### config.mk
export PLATFORM = sky130hd
export DESIGN_NAME = mult_div_unit
export DESIGN_NICKNAME = d
export VERILOG_FILES = /design/src/rtl/mdu_pkg.sv /design/src/rtl/mdu_shift_core.sv /design/src/rtl/mult_div_unit.sv
export SDC_FILE = /design/constraint.sdc
export NUM_CORES = 1
export LEC_CHECK = 0
export BUFFER_PORTS_ARGS = -buffer_cell sky130_fd_sc_hd__buf_2
export CORE_MARGIN = 1
export CORE_UTILIZATION = 56
export CTS_CLUSTER_SIZE = 20
export DETAILED_ROUTE_END_ITERATION = 8
export GPL_TIMING_DRIVEN = 0
export PLACE_DENSITY = 0.79
export SETUP_SLACK_MARGIN = 0.1
export SYNTH_ARGS = -nofsm -noshare
export SYNTH_HDL_FRONTEND = slang
export SYNTH_HIERARCHICAL = 1
export SYNTH_SLANG_ARGS = --single-unit
export TNS_END_PERCENT = 20
### constraint.sdc
create_clock -name i_clk -period 5.24 [get_ports i_clk]
set_clock_uncertainty 0.15 [all_clocks]
set_input_delay 1.048 -clock i_clk [delete_from_list [all_inputs] [get_ports i_clk]]
set_output_delay 1.048 -clock i_clk [all_outputs]
set_load 0.05 [all_outputs]
### src/rtl/mdu_pkg.sv
// Shared definitions for the iterative multiply/divide unit: op encodings,
// FSM states, iteration count and the operand magnitude helper.
package mdu_pkg;

  localparam int MDU_ITER = 32;

  localparam logic [1:0] MDU_MULT  = 2'b00;
  localparam logic [1:0] MDU_MULTU = 2'b01;
  localparam logic [1:0] MDU_DIV   = 2'b10;
  localparam logic [1:0] MDU_DIVU  = 2'b11;

  typedef enum logic [1:0] {
    IDLE = 2'b00,
    RUN  = 2'b01,
    FIX  = 2'b10
  } mdu_state_t;

  // Two's-complement magnitude when the operand is treated as signed.
  function automatic logic [31:0] mdu_abs(input logic [31:0] v, input logic is_signed);
    if (is_signed && v[31]) begin
      return 32'd0 - v;
    end else begin
      return v;
    end
  endfunction

endpackage

### src/rtl/mdu_shift_core.sv
// 64-bit accumulator with a 33-bit adder/subtractor; one shift-add multiply
// step or one restoring-division step per enabled cycle.
module mdu_shift_core (
  input  logic        i_clk,
  input  logic        i_reset,
  input  logic        i_load,
  input  logic        i_en,
  input  logic        i_div,
  input  logic [63:0] i_load_val,
  input  logic [31:0] i_operand,
  output logic [63:0] o_acc
);

  logic [63:0] r_acc;
  logic [63:0] w_next;
  logic [32:0] w_add;
  logic [32:0] w_rem_sh;
  logic [32:0] w_diff;

  // Multiply: acc = {partial, multiplier}; divide: acc = {remainder, dividend/quotient}.
  always_comb begin
    w_add    = {1'b0, r_acc[63:32]} + {1'b0, i_operand};
    w_rem_sh = r_acc[63:31];
    w_diff   = w_rem_sh - {1'b0, i_operand};
    w_next   = r_acc;
    if (i_div) begin
      if (w_diff[32]) begin
        w_next = {w_rem_sh[31:0], r_acc[30:0], 1'b0};
      end else begin
        w_next = {w_diff[31:0], r_acc[30:0], 1'b1};
      end
    end else begin
      if (r_acc[0]) begin
        w_next = {w_add, r_acc[31:1]};
      end else begin
        w_next = {1'b0, r_acc[63:1]};
      end
    end
  end

  always_ff @(posedge i_clk or posedge i_reset) begin
    if (i_reset) begin
      r_acc <= 64'd0;
    end else if (i_load) begin
      r_acc <= i_load_val;
    end else if (i_en) begin
      r_acc <= w_next;
    end
  end

  assign o_acc = r_acc;

endmodule

### src/rtl/mult_div_unit.sv
// Iterative 32x32 multiply / 32/32 divide with HI/LO result registers and
// idle-time move-to writes; 33 cycles from start to done.
module mult_div_unit
  import mdu_pkg::*;
#(
  parameter int WIDTH = 32
) (
  input  logic             i_clk,
  input  logic             i_reset,
  input  logic             i_start,
  input  logic [1:0]       i_op,
  input  logic [WIDTH-1:0] i_src_a,
  input  logic [WIDTH-1:0] i_src_b,
  input  logic             i_wr_hi,
  input  logic             i_wr_lo,
  input  logic [WIDTH-1:0] i_wr_data,
  output logic             o_busy,
  output logic             o_done,
  output logic [WIDTH-1:0] o_hi,
  output logic [WIDTH-1:0] o_lo
);

  mdu_state_t r_state, w_state_nxt;
  logic [4:0]  r_cnt;
  logic [1:0]  r_op;
  logic        r_sign_a, r_sign_b, r_b_zero;
  logic [31:0] r_opnd, r_src_a;
  logic [31:0] r_hi, r_lo;
  logic        r_busy, r_done;

  logic        w_load, w_signed_in, w_signed, w_neg;
  logic [31:0] w_mag_a, w_mag_b, w_quot, w_rem, w_res_hi, w_res_lo;
  logic [63:0] w_acc, w_prod;

  assign w_signed_in = ~i_op[0];
  assign w_mag_a     = mdu_abs(i_src_a, w_signed_in);
  assign w_mag_b     = mdu_abs(i_src_b, w_signed_in);
  assign w_load      = (r_state == IDLE) && i_start;

  mdu_shift_core u_core (
    .i_clk      (i_clk),
    .i_reset    (i_reset),
    .i_load     (w_load),
    .i_en       (r_state == RUN),
    .i_div      (r_op[1]),
    .i_load_val (i_op[1] ? {32'd0, w_mag_a} : {32'd0, w_mag_b}),
    .i_operand  (r_opnd),
    .o_acc      (w_acc)
  );

  always_comb begin
    w_state_nxt = r_state;
    case (r_state)
      IDLE:    w_state_nxt = i_start ? RUN : IDLE;
      RUN:     w_state_nxt = (r_cnt == 5'(MDU_ITER - 1)) ? FIX : RUN;
      FIX:     w_state_nxt = IDLE;
      default: w_state_nxt = IDLE;
    endcase
  end

  // Sign fix-up; a zero divisor bypasses the datapath so hi keeps the raw dividend.
  always_comb begin
    w_signed = ~r_op[0];
    w_neg    = w_signed & (r_sign_a ^ r_sign_b);
    w_prod   = w_neg ? (64'd0 - w_acc) : w_acc;
    w_quot   = w_neg ? (32'd0 - w_acc[31:0]) : w_acc[31:0];
    w_rem    = (w_signed && r_sign_a) ? (32'd0 - w_acc[63:32]) : w_acc[63:32];
    if (!r_op[1]) begin
      w_res_hi = w_prod[63:32];
      w_res_lo = w_prod[31:0];
    end else if (r_b_zero) begin
      w_res_hi = r_src_a;
      w_res_lo = 32'hFFFF_FFFF;
    end else begin
      w_res_hi = w_rem;
      w_res_lo = w_quot;
    end
  end

  always_ff @(posedge i_clk or posedge i_reset) begin
    if (i_reset) begin
      r_state <= IDLE;
      r_cnt   <= 5'd0;
      r_busy  <= 1'b0;
      r_done  <= 1'b0;
    end else begin
      r_state <= w_state_nxt;
      r_cnt   <= (r_state == RUN) ? r_cnt + 5'd1 : 5'd0;
      r_busy  <= (w_state_nxt != IDLE);
      r_done  <= (r_state == FIX);
    end
  end

  always_ff @(posedge i_clk or posedge i_reset) begin
    if (i_reset) begin
      r_op     <= 2'b00;
      r_sign_a <= 1'b0;
      r_sign_b <= 1'b0;
      r_b_zero <= 1'b0;
      r_opnd   <= 32'd0;
      r_src_a  <= 32'd0;
    end else if (w_load) begin
      r_op     <= i_op;
      r_sign_a <= w_signed_in & i_src_a[31];
      r_sign_b <= w_signed_in & i_src_b[31];
      r_b_zero <= (i_src_b == 32'd0);
      r_opnd   <= i_op[1] ? w_mag_b : w_mag_a;
      r_src_a  <= i_src_a;
    end
  end

  // A start in the same idle cycle takes priority over move-to writes.
  always_ff @(posedge i_clk or posedge i_reset) begin
    if (i_reset) begin
      r_hi <= 32'd0;
      r_lo <= 32'd0;
    end else if (r_state == FIX) begin
      r_hi <= w_res_hi;
      r_lo <= w_res_lo;
    end else if ((r_state == IDLE) && !i_start) begin
      if (i_wr_hi) r_hi <= i_wr_data;
      if (i_wr_lo) r_lo <= i_wr_data;
    end
  end

  assign o_busy = r_busy;
  assign o_done = r_done;
  assign o_hi   = r_hi;
  assign o_lo   = r_lo;

endmodule
; Word-level counts from Yosys, hierarchy flattened
; Index checks and enable logic that the tools add are counted.
[word_totals]
ff_bits = 206
input_bits = 103
output_inout_bits = 66
elab_cells = 71
[classes]
addsub = 8
n_eq_ne = 3
mux = 26
n_bitwise = 6
n_reduce_logical = 15
[op_table]
columns = cell, n
row1 = 32-bit 2-to-1 mux, 16
row2 = 64-bit 2-to-1 mux, 6
row3 = 1-bit by 32-bit subtractor with 32-bit output (first input constant), 4
row4 = 1-bit by 64-bit subtractor with 64-bit output (first input constant), 1
row5 = 32-bit by 32-bit adder with 33-bit output, 1
row6 = 33-bit by 32-bit subtractor with 33-bit output, 1
row7 = 32-bit zero test, 1
row8 = 2-bit nonzero test, 5
row9 = 5-bit by 1-bit adder with 5-bit output (second input constant), 1
row10 = 5-bit == test (second input constant), 1
row11 = 1-bit logical AND, 5
row12 = 5-bit 2-to-1 mux, 1
row13 = 2-bit case mux with 2 select lines, 1
row14 = 2-bit AND reduction, 2
row15 = 1-bit AND, 3
row16 = 2-bit by 1-bit == test with 1-bit output (second input constant), 1
row17 = 2-bit == test (second input constant), 1
row18 = 2-bit zero test, 1
row19 = 2-bit 2-to-1 mux, 1
row20 = 1-bit inverter, 2
row21 = 1-bit zero test, 1
row22 = 1-bit 2-to-1 mux, 1
row23 = 1-bit XOR, 1

; Longest topological paths before layout
; Gate-level depths: netlist (run 1).
[depth]
word_depth = 6
ltp_mapped = 15
ltp_nobuf = 13

; By module
; The synthesis (run 1) kept the hierarchy.
[by_module_without_submodules]
columns = module, instances, cells_per_inst, area_each_um2, seq_area_each_um2
row1 = mult_div_unit, 1, 1349, 10633.9, 3553.4
row2 = mdu_shift_core, 1, 1011, 7568.5, 1601.5

; Least setup slack after synthesis (run 1)
; No wires, ideal clock.
[synth_timing]
path_type = register -> register
from = register u_core.r_acc[31] (netlist: u_core/o_acc[31])
to = register u_core.r_acc[62] (netlist: u_core/o_acc[62])
setup_time_ns = 0.126
arrival_time_ns = 3.102
required_ns = 4.964
path_slack_ns = 1.862
path_stages_with_launch = 16
path_buffers = 2
period_less_slack_ns = 3.378
path_cell_list = dfrtp_1 inv_1 ha_1 fa_1 nand2b_1 a21oi_2 o41ai_4 o211ai_2 a31oi_2 a211o_1 or2_1 buf_2 buf_2 nand2_1 o211ai_1 a221o_1
[synth_between]
elab_chain_len = 5
[synth_rtl]
columns = item, line
row1 = from (decl), mdu_shift_core.sv:14  ; logic [63:0] r_acc;
row2 = from (signal assigned), mdu_shift_core.sv:45  ; r_acc <= i_load_val;
row3 = from (signal assigned), mdu_shift_core.sv:47  ; r_acc <= w_next;
row4 = 33-bit by 32-bit subtractor with 33-bit output, mdu_shift_core.sv:24  ; w_diff = w_rem_sh - {1'b0, i_operand};
row5 = 64-bit 2-to-1 mux, mdu_shift_core.sv:27  ; if (w_diff[32]) begin
row6 = 64-bit 2-to-1 mux, mdu_shift_core.sv:26  ; if (i_div) begin
row7 = 64-bit 2-to-1 mux, mdu_shift_core.sv:46  ; end else if (i_en) begin
row8 = 64-bit 2-to-1 mux, mdu_shift_core.sv:44  ; end else if (i_load) begin
; No other way between the ends. The select of a mux whose other input is x is not followed.
; A chain may end at the register's enable or synchronous reset.

; Worst setup path in the final report (run 1)
[layout_timing]
from = register u_core.r_acc[31] (netlist: u_core/o_acc[31])
to = register u_core.r_acc[59] (netlist: u_core/o_acc[59])
; The elaborated chain is that of the path after synthesis.

==> flow_metrics.tcl, run 1 <==
set metrics [dict create \
    status "finished clean" \
    drc 0 \
    hold_buffers 0 \
    start_util_pct 57.2 \
    dp_cells 2993 \
    wl_per_cell_um 26.8 \
    die_w_um 182 \
    r2r_end "u_core/o_acc[59]" \
    antenna_found_initial 0 \
    yosys_warnings 6 \
    crit_type "reg -> reg" \
    grt_max_degree 87 \
    multi_input_area_um2 12300 \
    hold_path_depth 1 \
    critical_path.max_stage_delay_ps 670 \
    hold_start "r_cnt[0]" \
    synth-xor-area-share_pct 8.18 \
    synth_area_leaders "dfrtp_1, nand2_1, a21oi_1" \
    synth_top_family_by_area "compound AO/OA/AOI/OAI gates" \
    critical_path_required_ps 5500 \
    via_count 20900 \
    syn_area_um2 18200 \
    insertion_delay_ps 560 \
    synth_edf_count 0 \
    grt_use_total_pct 48.4 \
    worstPathArrival_ps 4850 \
    nFillCells 2775 \
    yosysSeqAreaShare_pct 28.3 \
    instances_no_fill 3037 \
    grtUsageMet3_pct 11.5 \
    antenna_cells 0 \
    yosysTopAreaCell "dfrtp_1" \
    synth_top_area_share_pct 28.3 \
    setup_tns_ps 0 \
    async_reset_ff_share_pct 100 \
    grtUsageMet1_pct 59.8 \
    regArea_um2 5150 \
    io_buffer_count 166 \
    numCtsBuffers 24 \
    cp_slowest_cell "o22ai_1" \
    synth_fa_ha_area_share_pct 5.03 \
    fin_ws_ps 646 \
    cts_tree "built" \
    slew_headroom_pct 10.3 \
    grt_pass1_wl_um 121000 \
    final_cell_mix "nand2_1, nor2_1, a21oi_1" \
    grt_pass1_vias 19600 \
    clk_pin_slew_ps 60 \
    synth-compound-area-share_pct 26.4 \
    ys_seq_elements 206 \
    post_cts_buffers 0 \
    synth_ff_type "dfrtp_1" \
    clockRootBuffer "clkbuf_16" \
    place.gp.congestion 1.12 \
    drt-pass1-iter-count 8 \
    cts_resized 0 \
    netlist_instances 2360 \
    grtUsageMet2_pct 73.9 \
    cp-start-kind "register" \
    cts_max_path_buffers 3 \
    cpMostUsedCell "buf_2" \
    h-tree-depth 1 \
    rrSetupSlack_ps 650 \
    syn_area_per_cell_um2 7.71 \
    first_iter_violations 3132 \
    end_kind "register" \
    drt-vias-per-instance 6.90 \
    drv_slew 0 \
    reg2reg_depth 15 \
    hp-class "reg -> reg" \
    fmax_mhz 218 \
    io_pins 169 \
    yosysUniqueCellTypes 91 \
    numClockSinks 206 \
    pre_cts_ws_ps 763 \
    whs_endpoint "r_cnt[0]" \
    p_total_mw 14.1 \
    ir_worst_vdd_v 0.000476 \
    num-nets-final 2759 \
    finish.utilization_pct 64.6 \
    power_density_nw_per_um2 685 \
    dpl-instance-area_um2 19700 \
    grt_setup_unrepaired "false" \
    floorplan.die.height_um 182 \
    leakage_nw 8.75 \
    dp_hpwl_um 62900 \
    area_delta_synth_final_pct 12.9 \
    final_hold_viol_count 0 \
    totalWireLength_um 81300 \
    drive_gt1_share_pct 10.6 \
    synth_simple_gate_area_share_pct 22.1 \
    hold_ws_ps 311 \
    antenna_left 0 \
    dieArea_um2 33200 \
    worstMarginPinSlew_ps 1330 \
    maxCapViolations 0 \
    top_usage_layer "met2" \
    crit_fanout 10 \
    core_area_um2 31800 \
    crit_chain "inv_1, ha_1, fa_1, nand2b_1, a21oi_2, o41ai_4, o211ai_2, a31oi_2, o22ai_1, or2_1, buf_2, buf_2, nor2_1, a221oi_1, o21ai_0" \
    fin_crit_sh_pct 87.7 \
    post-route-min-period_ps 4590 \
    muxShareOfSynthArea_pct 5.07 \
    layout_commonest_cell "nand2_1" \
    fin_area_um2 20500 \
    setup_viol 0 \
    row_count 65 \
    rr_startpoint "u_core/o_acc[31]" \
    overflow 0 \
]
[cells in the mapped netlist (33+ instances only)]
library cell and number:
nand2_1 321, nor2_1 210, a21oi_1 208, dfrtp_1 206
o21ai_0 187, clkbuf_1 127, xnor2_1 90, xor2_1 80
inv_1 78, mux2i_1 73, ha_1 70, nor3_1 55
o22ai_1 44, nand3_1 36, a21o_1 33
[worst max-delay path: cells and delay by family, from the launching register on]
| family | cells | cell delay (ps) |
|---|---|---|
| fa+ha+maj | 2 | 670 |
| flops | 1 | 630 |
| simple gates | 3 | 490 |
| compound gates | 7 | 1970 |
| buf+inv | 3 | 550 |
[kinds of logic (layout without fill, tap and decap cells)]
| logic type | Yosys count | count (layout) |
|---|---|---|
| compound gates | 750 | 750 |
| simple gates | 841 | 841 |
| xor+xnor | 170 | 170 |
| mux | 90 | 90 |
| other cells | 1 | 32 |
| flops | 206 | 206 |
| fa+ha+maj | 72 | 72 |
| buf+inv | 230 | 441 |
[flip-flops by register name, summed over array words and instances, names as in the netlist]
name,count
r_opnd,32
u_core/o_acc,64
r_sign_a,1
r_cnt,5
r_state,2
o_hi,32
r_src_a,32
o_done,1
o_busy,1
r_sign_b,1
r_op,2
o_lo,32
r_b_zero,1
[metal layers]
layer / share of wire, % / vias to the layer above
li1: - / 9030
met1: 36 / 9812
met2: 42 / 1666
met3: 13 / 435
met4: 9.4 / 0
met5: 0 / -
[how the worst max path moves through the flow]
stage	cells after the start	slack (ps)	to	start
5_1_grt	15	620	u_core/o_acc[59]	u_core/o_acc[31]
2_1_floorplan	1	230	o_busy	i_reset
4_1_cts	15	830	u_core/o_acc[59]	u_core/o_acc[31]
6_report	15	650	u_core/o_acc[59]	u_core/o_acc[31]
3_5_place_dp	10	760	u_core/o_acc[13]	i_start
3_3_place_gp	2	-1480	o_lo[16]	i_reset
[final cells by class]
type | instances | area share [%]
repair buffers | 167 | 4.18
clock buffers | 30 | 3.13
clock inverters | 14 | 0.853
multi-input cells | 1955 | 59.7
plain buffers | 149 | 2.85
well taps | 435 | 2.65
inverters | 81 | 1.52
flip-flops and latches | 206 | 25.1
[power by group]
group	internal, mW	switching, mW	leakage, nW
Clock	1.03	0.750	0.393
Sequential	2.14	1.30	2.49
Combinational	3.27	5.59	5.86
Total	6.44	7.63	8.75
Note: power is estimated with default switching activity, not from simulation.
==> run 2: changes to the inputs <==
--- a/config.mk
+++ b/config.mk
@@ -6,12 +6,11 @@
 export NUM_CORES = 1
 export LEC_CHECK = 0
 export BUFFER_PORTS_ARGS = -buffer_cell sky130_fd_sc_hd__buf_2
-export CORE_MARGIN = 1
 export CORE_UTILIZATION = 56
 export CTS_CLUSTER_SIZE = 20
 export DETAILED_ROUTE_END_ITERATION = 8
 export GPL_TIMING_DRIVEN = 0
-export PLACE_DENSITY = 0.79
+export PLACE_DENSITY = 0.88
 export SETUP_SLACK_MARGIN = 0.1
 export SYNTH_ARGS = -nofsm -noshare
 export SYNTH_HDL_FRONTEND = slang
==> flow_metrics.tcl, run 2 (synthesis gave the netlist of run 1 again) <==
set metrics [dict create \
    io_pins 169 \
    drive_gt1_share_pct 10.7 \
    slew_headroom_pct 12.5 \
    post-route-min-period_ps 4520 \
    nFillCells 2771 \
    cts_max_path_buffers 3 \
    clk_pin_slew_ps 60 \
    worstPathArrival_ps 4810 \
    cp_slowest_cell "clkbuf_1" \
    place.gp.congestion 1.09 \
    fmax_mhz 221 \
    p_total_mw 14.2 \
    status "finished clean" \
    cts_tree "built" \
    hold_buffers 0 \
    antenna_cells 0 \
    cts_resized 0 \
    fin_crit_sh_pct 86.3 \
    final_hold_viol_count 0 \
    row_count 65 \
    core_area_um2 31800 \
    totalWireLength_um 81200 \
    dp_hpwl_um 63700 \
    largest_reg_flops 64 \
    grt_pass1_wl_um 121000 \
    crit_type "reg -> reg" \
    critical_path_required_ps 5530 \
    drt-vias-per-instance 6.85 \
    leakage_nw 8.80 \
    post_cts_buffers 0 \
    h-tree-depth 1 \
    first_iter_violations 3074 \
    grt_setup_unrepaired "false" \
    grt_pass1_vias 19800 \
    antenna_left 0 \
    num-nets-final 2760 \
    wl_per_cell_um 26.7 \
    power_density_nw_per_um2 687 \
    cp_top_family "buffers and inverters" \
    maxCapViolations 0 \
    worstMarginPinSlew_ps 1310 \
    die_w_um 182 \
    cp-start-kind "register" \
    drv_slew 0 \
    start_util_pct 57.2 \
    setup_tns_ps 0 \
    multi_input_area_um2 12300 \
    drc 0 \
    grt_max_degree 84 \
    antenna_found_initial 1 \
    critical_path.max_stage_delay_ps 680 \
    numClockSinks 206 \
    dieArea_um2 33200 \
    via_count 20800 \
    setup_viol 0 \
    hp-class "reg -> reg" \
    ir_worst_vdd_v 0.000478 \
    drt-pass1-iter-count 6 \
    crit_chain "clkbuf_1, nor2_1, nand2_1, inv_1, clkbuf_1, clkbuf_1, clkbuf_1, clkbuf_1, clkbuf_1, nand2_1, o21ai_0" \
    final_cell_mix "nand2_1, nor2_1, a21oi_1" \
    numCtsBuffers 24 \
    end_kind "register" \
    insertion_delay_ps 540 \
    path_buf_inv 7 \
    layout_commonest_cell "nand2_1" \
    overflow 0 \
    floorplan.die.height_um 182 \
    clockRootBuffer "clkbuf_16" \
    area_delta_synth_final_pct 13.5 \
    regArea_um2 5150 \
    grt_use_total_pct 48.5 \
    cpMostUsedCell "clkbuf_1" \
    crit_fanout 13 \
    io_buffer_count 166 \
]
==> run 2: cell types whose count changed in the layout (fill, tap and decap cells not counted), sizes merged <==
cell      delta
clkinv       -4
clkinvlp     +1
buf          +1
bufinv       +3
==> run 2: final timing paths <==
path                       slack (ps)          endpoint  cells past startpoint       start
max in group asynchronous        3680       r_src_a[23]                      3     i_reset
setup / recovery                  720  u_core/o_acc[23]                     11  r_state[0]
hold reg to reg                   320          r_cnt[0]                      1    r_cnt[0]
hold / removal                    320          r_cnt[0]                      1    r_cnt[0]
setup reg to reg                  720  u_core/o_acc[23]                     11  r_state[0]
min in group asynchronous         420        r_src_a[3]                      2     i_reset
==> run 2: per-layer routing <==
layer  wire [µm]  vias to the layer above  track usage [%]
li1            -                     9053                -
met1       29400                     9726             60.3
met2       34300                     1614             74.3
met3        9510                      417             8.66
met4        7950                        2             39.0
met5          13                        -                0
==> run 2: per-stage QoR <==
step	hold slack [ps]	setup WS [ps]	instances	utilization, %	cell area [µm²]
floorplan	283	232	2391	-	18300
global placement	293	-1370	2992	61.9	19700
detailed placement	315	603	2994	62.1	19700
CTS	323	923	3038	65.0	20700
global route	341	534	3038	65.0	20700
finish	316	719	3038	65.0	20700
==> run 2: power breakdown <==
group	internal [mW]	switching, mW	leakage [nW]
logic	3.27	5.56	5.87
clock network	1.21	0.733	0.434
registers	2.14	1.28	2.49
total	6.62	7.58	8.80
==> run 2: final cells by class <==
| type | count | share of cell area, % |
|---|---|---|
| Buffer | 149 | 2.83 |
| Tap cell | 435 | 2.63 |
| Sequential cell | 206 | 24.9 |
| Inverter | 81 | 1.50 |
| Clock inverter | 14 | 1.13 |
| Clock buffer | 30 | 3.26 |
| Timing Repair Buffer | 168 | 4.25 |
| Multi-Input combinational cell | 1955 | 59.4 |
